`config.mk`:
```
export PLATFORM = sky130hd
export DESIGN_NAME = reorder_buffer_param
export DESIGN_NICKNAME = d
export VERILOG_FILES = /design/src/rtl/rob_pkg.sv /design/src/rtl/show_ahead_fifo.sv /design/src/rtl/reorder_buffer_param.sv
export SDC_FILE = /design/constraint.sdc
export NUM_CORES = 1
export LEC_CHECK = 0
export CAP_MARGIN = 20
export CELL_PAD_IN_SITES_DETAIL_PLACEMENT = 1
export CELL_PAD_IN_SITES_GLOBAL_PLACEMENT = 1
export CORE_AREA = 8 8 212 255
export CTS_CLUSTER_DIAMETER = 40
export DETAILED_ROUTE_END_ITERATION = 8
export DIE_AREA = 0 0 220 263
export GPL_ROUTABILITY_DRIVEN = 0
export GPL_TIMING_DRIVEN = 0
export PLACE_DENSITY = 0.83
export SYNTH_ARGS = -nofsm -noshare
export SYNTH_HDL_FRONTEND = slang
export SYNTH_SLANG_ARGS = --single-unit
```
`constraint.sdc`:
```
create_clock -name clk -period 10.3 [get_ports clk]
set_clock_uncertainty 0.15 [all_clocks]
set_input_delay 2.06 -clock clk [delete_from_list [all_inputs] [get_ports clk]]
set_output_delay 2.06 -clock clk [all_outputs]
set_load 0.01 [all_outputs]
```
`src/rtl/rob_pkg.sv`:
```
// Shared definitions for the AXI-read reorder buffer.
//
// Contents:
//   ROB_DEFAULT_ID_WIDTH : default AR/R ID width of the reorder buffer
//   NUM_IDS              : number of per-ID data slots at the default width
//   rresp_t              : 2-bit AXI read response, with named response codes
//   num_ids()            : slot count for an arbitrary ID width
package rob_pkg;

    localparam int ROB_DEFAULT_ID_WIDTH = 4;
    localparam int NUM_IDS              = 2 ** ROB_DEFAULT_ID_WIDTH;

    typedef logic [1:0] rresp_t;

    localparam rresp_t RRESP_OKAY   = 2'b00;
    localparam rresp_t RRESP_EXOKAY = 2'b01;
    localparam rresp_t RRESP_SLVERR = 2'b10;
    localparam rresp_t RRESP_DECERR = 2'b11;

    // There is one data slot per possible ID, so the slot count follows the
    // ID width of the instance rather than the package default.
    function automatic int num_ids(input int id_width);
        return 2 ** id_width;
    endfunction

endpackage

```
`src/rtl/show_ahead_fifo.sv`:
```
// Show-ahead (first-word-fall-through) FIFO.
// The oldest entry is always visible on rd_data_o while the FIFO is not empty;
// rd_en_i consumes it. A write and a read in the same cycle are accepted even
// when the FIFO is full, because the read frees the entry the write needs.
//
// Ports:
//   clk        in   clock, all logic on posedge
//   rstn_i     in   synchronous reset, active-low
//   wr_en_i    in   push wr_data_i
//   wr_data_i  in   WIDTH  data to push
//   rd_en_i    in   pop the head entry (ignored when empty)
//   rd_data_o  out  WIDTH  head entry
//   empty_o    out  no entries stored
//   full_o     out  DEPTH entries stored
//   count_o    out  $clog2(DEPTH+1)  current occupancy
module show_ahead_fifo #(
    parameter int WIDTH = 8,
    parameter int DEPTH = 16
) (
    input  logic                       clk,
    input  logic                       rstn_i,
    input  logic                       wr_en_i,
    input  logic [WIDTH-1:0]           wr_data_i,
    input  logic                       rd_en_i,
    output logic [WIDTH-1:0]           rd_data_o,
    output logic                       empty_o,
    output logic                       full_o,
    output logic [$clog2(DEPTH+1)-1:0] count_o
);

    localparam int PW = (DEPTH > 1) ? $clog2(DEPTH) : 1;
    localparam int CW = $clog2(DEPTH + 1);

    localparam logic [CW-1:0] FULL_CNT = CW'(DEPTH);
    localparam logic [PW-1:0] LAST_PTR = PW'(DEPTH - 1);

    logic [WIDTH-1:0] mem [DEPTH];
    logic [PW-1:0]    wr_ptr;
    logic [PW-1:0]    rd_ptr;
    logic [CW-1:0]    count;
    logic             do_wr;
    logic             do_rd;

    // Pointers wrap explicitly so DEPTH need not be a power of two.
    function automatic logic [PW-1:0] next_ptr(input logic [PW-1:0] p);
        return (p == LAST_PTR) ? '0 : p + 1'b1;
    endfunction

    // Qualify the requests: a pop needs data, a push needs room unless the
    // same cycle's pop makes room.
    always_comb begin
        do_rd = rd_en_i && (count != '0);
        do_wr = wr_en_i && ((count != FULL_CNT) || do_rd);
    end

    // Pointer and occupancy bookkeeping.
    always_ff @(posedge clk) begin
        if (!rstn_i) begin
            wr_ptr <= '0;
            rd_ptr <= '0;
            count  <= '0;
        end else begin
            if (do_wr) begin
                wr_ptr <= next_ptr(wr_ptr);
            end
            if (do_rd) begin
                rd_ptr <= next_ptr(rd_ptr);
            end
            case ({do_wr, do_rd})
                2'b10:   count <= count + 1'b1;
                2'b01:   count <= count - 1'b1;
                default: count <= count;
            endcase
        end
    end

    // Storage has no reset; an entry is only ever read after it was written.
    always_ff @(posedge clk) begin
        if (do_wr) begin
            mem[wr_ptr] <= wr_data_i;
        end
    end

    assign rd_data_o = mem[rd_ptr];
    assign empty_o   = (count == '0);
    assign full_o    = (count == FULL_CNT);
    assign count_o   = count;

endmodule

```
`src/rtl/reorder_buffer_param.sv`:
```
// AXI-read reorder buffer between a read initiator (s_*) and a slave that may
// return read data out of order (m_*).
//
// AR requests are forwarded downstream and their IDs are recorded in issue
// order. R beats come back in any order, are parked in a per-ID slot, and are
// replayed upstream in AR order through a registered valid/ready stage. Only
// one transaction per ID may be in flight; a beat for an ID that is not
// outstanding, or a second beat for an ID already parked, is dropped and
// raises the sticky err_o.
//
// Optional feature (macro ROB_RRESP_EN): adds m_rresp_i / s_rresp_o and
// carries RRESP alongside the data. Error responses are data, not protocol
// errors, so they never set err_o.
//
// Ports:
//   clk            in   clock, all logic on posedge
//   rst            in   synchronous reset, active-high
//   s_arid_i       in   ID_WIDTH    upstream AR id
//   s_arvalid_i    in   upstream AR valid
//   s_arready_o    out  upstream AR ready
//   s_rdata_o      out  DATA_WIDTH  in-order R data (registered)
//   s_rid_o        out  ID_WIDTH    in-order R id (registered)
//   s_rvalid_o     out  in-order R valid (registered)
//   s_rready_i     in   upstream R ready
//   m_arid_o       out  ID_WIDTH    downstream AR id (equals s_arid_i)
//   m_arvalid_o    out  downstream AR valid
//   m_arready_i    in   downstream AR ready
//   m_rdata_i      in   DATA_WIDTH  downstream R data
//   m_rid_i        in   ID_WIDTH    downstream R id
//   m_rvalid_i     in   downstream R valid
//   m_rready_o     out  downstream R ready (low only during reset)
//   m_rresp_i      in   2           downstream R response (ROB_RRESP_EN only)
//   s_rresp_o      out  2           in-order R response (ROB_RRESP_EN only)
//   outstanding_o  out  $clog2(DEPTH+1)  entries in the order queue
//   err_o          out  sticky protocol error
module reorder_buffer_param
    import rob_pkg::*;
#(
    parameter int DATA_WIDTH = 32,
    parameter int ID_WIDTH   = ROB_DEFAULT_ID_WIDTH,
    parameter int DEPTH      = 16
) (
    input  logic                       clk,
    input  logic                       rst,
    input  logic [ID_WIDTH-1:0]        s_arid_i,
    input  logic                       s_arvalid_i,
    output logic                       s_arready_o,
    output logic [DATA_WIDTH-1:0]      s_rdata_o,
    output logic [ID_WIDTH-1:0]        s_rid_o,
    output logic                       s_rvalid_o,
    input  logic                       s_rready_i,
    output logic [ID_WIDTH-1:0]        m_arid_o,
    output logic                       m_arvalid_o,
    input  logic                       m_arready_i,
    input  logic [DATA_WIDTH-1:0]      m_rdata_i,
    input  logic [ID_WIDTH-1:0]        m_rid_i,
    input  logic                       m_rvalid_i,
    output logic                       m_rready_o,
`ifdef ROB_RRESP_EN
    input  rresp_t                     m_rresp_i,
    output rresp_t                     s_rresp_o,
`endif
    output logic [$clog2(DEPTH+1)-1:0] outstanding_o,
    output logic                       err_o
);

    localparam int SLOTS = num_ids(ID_WIDTH);
    localparam int CW    = $clog2(DEPTH + 1);

    // busy: an AR for this ID has been accepted and its beat not yet loaded
    // into the output register. stored: the beat for this ID is parked.
    logic [SLOTS-1:0]      busy;
    logic [SLOTS-1:0]      stored;
    logic [DATA_WIDTH-1:0] slot_data [SLOTS];
`ifdef ROB_RRESP_EN
    rresp_t                slot_resp [SLOTS];
`endif

    logic [ID_WIDTH-1:0]   head_id;
    logic                  q_empty;
    logic                  q_full;
    logic [CW-1:0]         q_count;

    logic                  ar_ok;
    logic                  ar_fire;
    logic                  r_accept;
    logic                  out_free;
    logic                  head_hit;
    logic                  load;
    logic                  bypass;
    logic                  store;
    logic                  proto_err;
    logic                  slot_open;

    // The issue order of accepted ARs; the head is the ID owed upstream next.
    show_ahead_fifo #(
        .WIDTH (ID_WIDTH),
        .DEPTH (DEPTH)
    ) u_order_q (
        .clk       (clk),
        .rstn_i    (~rst),
        .wr_en_i   (ar_fire),
        .wr_data_i (s_arid_i),
        .rd_en_i   (load),
        .rd_data_o (head_id),
        .empty_o   (q_empty),
        .full_o    (q_full),
        .count_o   (q_count)
    );

    // AR gating and R-side decisions. An AR is held off while its ID is still
    // busy; because busy is a register, an ID released this cycle still
    // stalls for this cycle. A beat for the head ID bypasses the slots only
    // when the output register can take it now; otherwise it is parked like
    // any other beat and released from its slot on a later cycle.
    always_comb begin
        ar_ok       = !q_full && !busy[s_arid_i];
        m_arvalid_o = s_arvalid_i && ar_ok;
        s_arready_o = m_arready_i && ar_ok;
        m_arid_o    = s_arid_i;
        ar_fire     = s_arvalid_i && m_arready_i && ar_ok;

        m_rready_o  = !rst;
        r_accept    = m_rvalid_i && m_rready_o;
        out_free    = !s_rvalid_o || s_rready_i;

        head_hit    = r_accept && !q_empty && (m_rid_i == head_id) && !stored[head_id];
        load        = !q_empty && (stored[head_id] || head_hit) && out_free;
        bypass      = head_hit && load;

        slot_open   = busy[m_rid_i] && !stored[m_rid_i];
        store       = r_accept && !bypass && slot_open;
        proto_err   = r_accept && !bypass && !slot_open;
    end

    // Per-ID status bits. Setting and clearing never target the same ID in one
    // cycle: a busy ID cannot be re-requested, and a parked head cannot be
    // stored again.
    always_ff @(posedge clk) begin
        if (rst) begin
            busy   <= '0;
            stored <= '0;
        end else begin
            if (ar_fire) begin
                busy[s_arid_i] <= 1'b1;
            end
            if (store) begin
                stored[m_rid_i] <= 1'b1;
            end
            if (load) begin
                busy[head_id]   <= 1'b0;
                stored[head_id] <= 1'b0;
            end
        end
    end

    // Parked beat payloads. No reset: a slot is only read when its stored bit
    // says it holds a beat.
    always_ff @(posedge clk) begin
        if (store) begin
            slot_data[m_rid_i] <= m_rdata_i;
`ifdef ROB_RRESP_EN
            slot_resp[m_rid_i] <= m_rresp_i;
`endif
        end
    end

    // Upstream R register. It reloads whenever the head is releasable and the
    // register is empty or being emptied, which sustains one beat per cycle;
    // otherwise it holds its contents until the initiator takes them.
    always_ff @(posedge clk) begin
        if (rst) begin
            s_rvalid_o <= 1'b0;
            s_rdata_o  <= '0;
            s_rid_o    <= '0;
`ifdef ROB_RRESP_EN
            s_rresp_o  <= RRESP_OKAY;
`endif
        end else if (load) begin
            s_rvalid_o <= 1'b1;
            s_rid_o    <= head_id;
            s_rdata_o  <= bypass ? m_rdata_i : slot_data[head_id];
`ifdef ROB_RRESP_EN
            s_rresp_o  <= bypass ? m_rresp_i : slot_resp[head_id];
`endif
        end else if (s_rready_i) begin
            s_rvalid_o <= 1'b0;
        end
    end

    // Sticky protocol error: unexpected or duplicate beats.
    always_ff @(posedge clk) begin
        if (rst) begin
            err_o <= 1'b0;
        end else if (proto_err) begin
            err_o <= 1'b1;
        end
    end

    assign outstanding_o = q_count;

endmodule

```
==> implementation parameters <==
Parameter                              Value

Timing
  Setup-violating endpoint count in the final report    0
  Part of the cycle the worst path needs    74.6%
  Setup repair after global routing missed its margin    false
  Final hold violation count    0
  Period minus WS final    7680 ps
  Final WS setup    2620 ps
  Worst-margin pin slew    around 1200 ps
  Setup TNS Final    0 ps
  Fmax    130 MHz
  Number of max-slew violations in the final report    0
  Worst relative slew slack    19.7%
  Hold slack    around 330 ps

Clock network
  Total clock buffers created by CTS    81
  TritonCTS clock tree    yes
  Clock root cell    sky130_fd_sc_hd__clkbuf_16
  Clock-pin slew reported for the worst setup and hold paths after clock tree synthesis    60 ps
  Clock network latency to the later pin of the worst-skew pair    650 ps
  Largest buffer count on any clock path    3
  Post-CTS Setup Repair Bufs    0
  Hold-fix buffers, CTS    0
  PostCTS Resize Cnt    0
  Number of H-tree levels    3
  Number of sinks handled by clock tree synthesis    ~660

Worst hold path
  Worst hold path stage count    2
  Tightest Hold Check Type    reg2reg
  Worst hold endpoint    s_rid_o[3]$_SDFFE_PP0N_
  Hold_sp    s_rid_o[3]$_SDFFE_PP0N_

Floorplanning
  Total Die Area    0.0579 mm^2
  Floorplan row count    90
  Die span in x    roughly 220 um
  Number of primary I/O pins    96
  Starting Density    between 50% and 60%
  Core region area    around 0.050 mm^2
  Y dimension of the die    263 um

Power
  Peak VDD IR    157 uV
  Cell area power density    around 240 mW/mm^2
  Leakage dissipation    roughly 11 nW
  Total Power    7.61 mW

Synthesis
  Yosys warning count    0
  Net count of the mapped netlist    roughly 2,100
  Count of different cell masters after synthesis    69
  Sequential area share after synthesis    70.2%
  Primary FF master, synth    sky130_fd_sc_hd__edfxtp_1
  Flops & latches, synth    663
  Leading cell types by count after synthesis    576 x sky130_fd_sc_hd__edfxtp_1, 304 x sky130_fd_sc_hd__nand2_1, 107 x sky130_fd_sc_hd__clkbuf_1
  Yosys top cell area share    a little under two thirds
  Share of synthesized registers carrying an async set or reset    0%
  Cell type with the highest aggregate area in the netlist    sky130_fd_sc_hd__edfxtp_1
  Synthesized instance count    2,009
  Avg Inst Size Synth    13.5 um^2
  Most repeated cell in the gate-level netlist after synthesis    sky130_fd_sc_hd__edfxtp_1
  Netlist area before placement    ~0.027 mm^2
  Number of flops mapped to enable cells by yosys    576
  Largest cells by area after synthesis    sky130_fd_sc_hd__edfxtp_1 64%, sky130_fd_sc_hd__dfxtp_1 6.4%, sky130_fd_sc_hd__nand2_1 4.2%

Place
  HPWL after detailed placement    61,700 um
  Instance area after placement    0.0291 mm^2
  Dpl ws    2680 ps
  Buffers added on ports    93
  Number of cells after detailed placement    2,757

Routing
  Router iterations before antenna repair    6
  DRC    0
  Final routed wirelength across all metal layers    98,900 um
  Via density per instance    6.97
  Number of design-rule violations left by the first detailed-router iteration    ~3,100
  Average wire per standard cell    34.0 um
  Detailed-route via count    around 20,000
  Antenna-violating nets left    0

GRT
  Antenna violations before repair    2
  Via count of the first global-routing pass    21,679
  Global-route wire length before repair    143,000 um
  Remaining Overflow, GRT    0
  Total GRT Usage    33.8%
  Largest net degree at the start of global routing    33

Critical path
  Req. time, crit path    about 8100 ps
  Startpoint Class    primary input
  Register-to-register path setup slack    4220 ps
  Endpoint kind of the worst setup timing path    output port
  Crit-path max FO    18
  Arrival time of the worst setup path    5470 ps
  Endpoint of the lowest-slack register-to-register path    u_order_q.count_o[4]$_SDFFE_PP0P_
  Reg2Reg Depth    22
  Worst Setup Path Type    in2out
  Start point of the critical path    s_arid_i[0]

Layout
  Fraction of layout cells with a size suffix above 1    11.1%
  Non-filler instance count after layout    2,906
  Post-route cell area    0.0318 mm^2
  Signed area change from the synthesized netlist to the final layout    17.1%
  Antenna cells    0
  Net count of the finished layout    ~2,300
  Final core utilization    between 60% and 70%
  Number of fillers in the final layout    4,695

Status
  Result of the run    finished clean

Flow run
  Number of violations of the max-capacitance limit    0
## worst max-delay path by stage
stage	depth (start not counted)	end
detailed placement	7	m_arvalid_o
finish	7	m_arvalid_o
global route	7	s_arready_o
CTS	7	s_arready_o
global placement	7	s_arready_o
floorplan	5	m_arvalid_o
## kinds of logic after synthesis
family	synth area share, %
flops	70.2
xor+xnor	0.290
compound gates	13.6
buf+inv	3.09
simple gates	8.66
mux	3.86
fa+ha+maj	0.369
## registers in the layout (all words and copies together), names as in the netlist, named ones only
| register | cells |
|---|---|
| u_order_q.mem | 64 |
| u_order_q.wr_ptr | 4 |
| s_rvalid_o | 1 |
| stored | 16 |
| slot_data | 512 |
| s_rdata_o | 32 |
| busy | 16 |
| u_order_q.rd_ptr | 4 |
| u_order_q.count_o | 5 |
| s_rid_o | 4 |
| err_o | 1 |
## worst max-delay path: stages
cell	delay (ps)
sky130_fd_sc_hd__clkdlybuf4s50_1	950
sky130_fd_sc_hd__clkbuf_1	460
sky130_fd_sc_hd__mux4_2	560
sky130_fd_sc_hd__mux4_2	480
sky130_fd_sc_hd__a21oi_1	210
sky130_fd_sc_hd__and2_1	170
sky130_fd_sc_hd__clkdlybuf4s50_1	560
## per-layer routing
layer	routed length, um	track usage (%)	vias up	share of wire (%)
met5	33	0.175	-	0.033
met4	7850	24.0	4	7.9
met1	34200	39.5	10131	35
li1	-	-	8145	-
met2	47100	54.1	1526	48
met3	9710	8.00	463	9.8
## area by class of cell
| class | count | area (um^2) | share of cell area (%) |
|---|---|---|---|
| Clock buffer | 93 | 2120 | 6.69 |
| Timing Repair Buffer | 104 | 1150 | 3.62 |
| Tap cell | 644 | 806 | 2.54 |
| Inverter | 41 | 154 | 0.484 |
| Clock inverter | 56 | 549 | 1.73 |
| Multi-Input combinational cell | 1150 | 7260 | 22.8 |
| Buffer | 155 | 684 | 2.15 |
| Sequential cell | 663 | 19000 | 59.9 |
## report_power, final
| group | switching [mW] | internal (mW) |
|---|---|---|
| Sequential | 0.0394 | 2.97 |
| Combinational | 1.24 | 0.480 |
| Clock | 1.24 | 1.64 |
| Total | 2.52 | 5.09 |
## cell usage in the layout, fill, tap and decap left out, types with 9 or more instances in the layout
master,n
sky130_fd_sc_hd__inv_1,24
sky130_fd_sc_hd__clkinvlp_4,10
sky130_fd_sc_hd__inv_2,17
sky130_fd_sc_hd__and3_1,42
sky130_fd_sc_hd__nor2b_1,11
sky130_fd_sc_hd__o21ai_0,100
sky130_fd_sc_hd__buf_2,16
sky130_fd_sc_hd__mux4_2,19
sky130_fd_sc_hd__clkbuf_16,83
sky130_fd_sc_hd__edfxtp_1,576
sky130_fd_sc_hd__nor2_1,60
sky130_fd_sc_hd__a21oi_1,103
sky130_fd_sc_hd__a22oi_1,16
sky130_fd_sc_hd__a31oi_1,63
sky130_fd_sc_hd__nand4_1,9
sky130_fd_sc_hd__nand2_1,304
sky130_fd_sc_hd__clkbuf_1,116
sky130_fd_sc_hd__buf_12,11
sky130_fd_sc_hd__buf_1,18
sky130_fd_sc_hd__clkdlybuf4s50_1,93
sky130_fd_sc_hd__mux2i_1,54
sky130_fd_sc_hd__a211oi_1,106
sky130_fd_sc_hd__or3_1,10
sky130_fd_sc_hd__inv_6,13
sky130_fd_sc_hd__dfxtp_1,87
sky130_fd_sc_hd__a221oi_1,22
sky130_fd_sc_hd__nor3_1,15
sky130_fd_sc_hd__a41oi_1,26
sky130_fd_sc_hd__nand3_1,45
sky130_fd_sc_hd__clkinv_2,10
sky130_fd_sc_hd__o221a_2,16
Power figures use the tool's default switching activity.
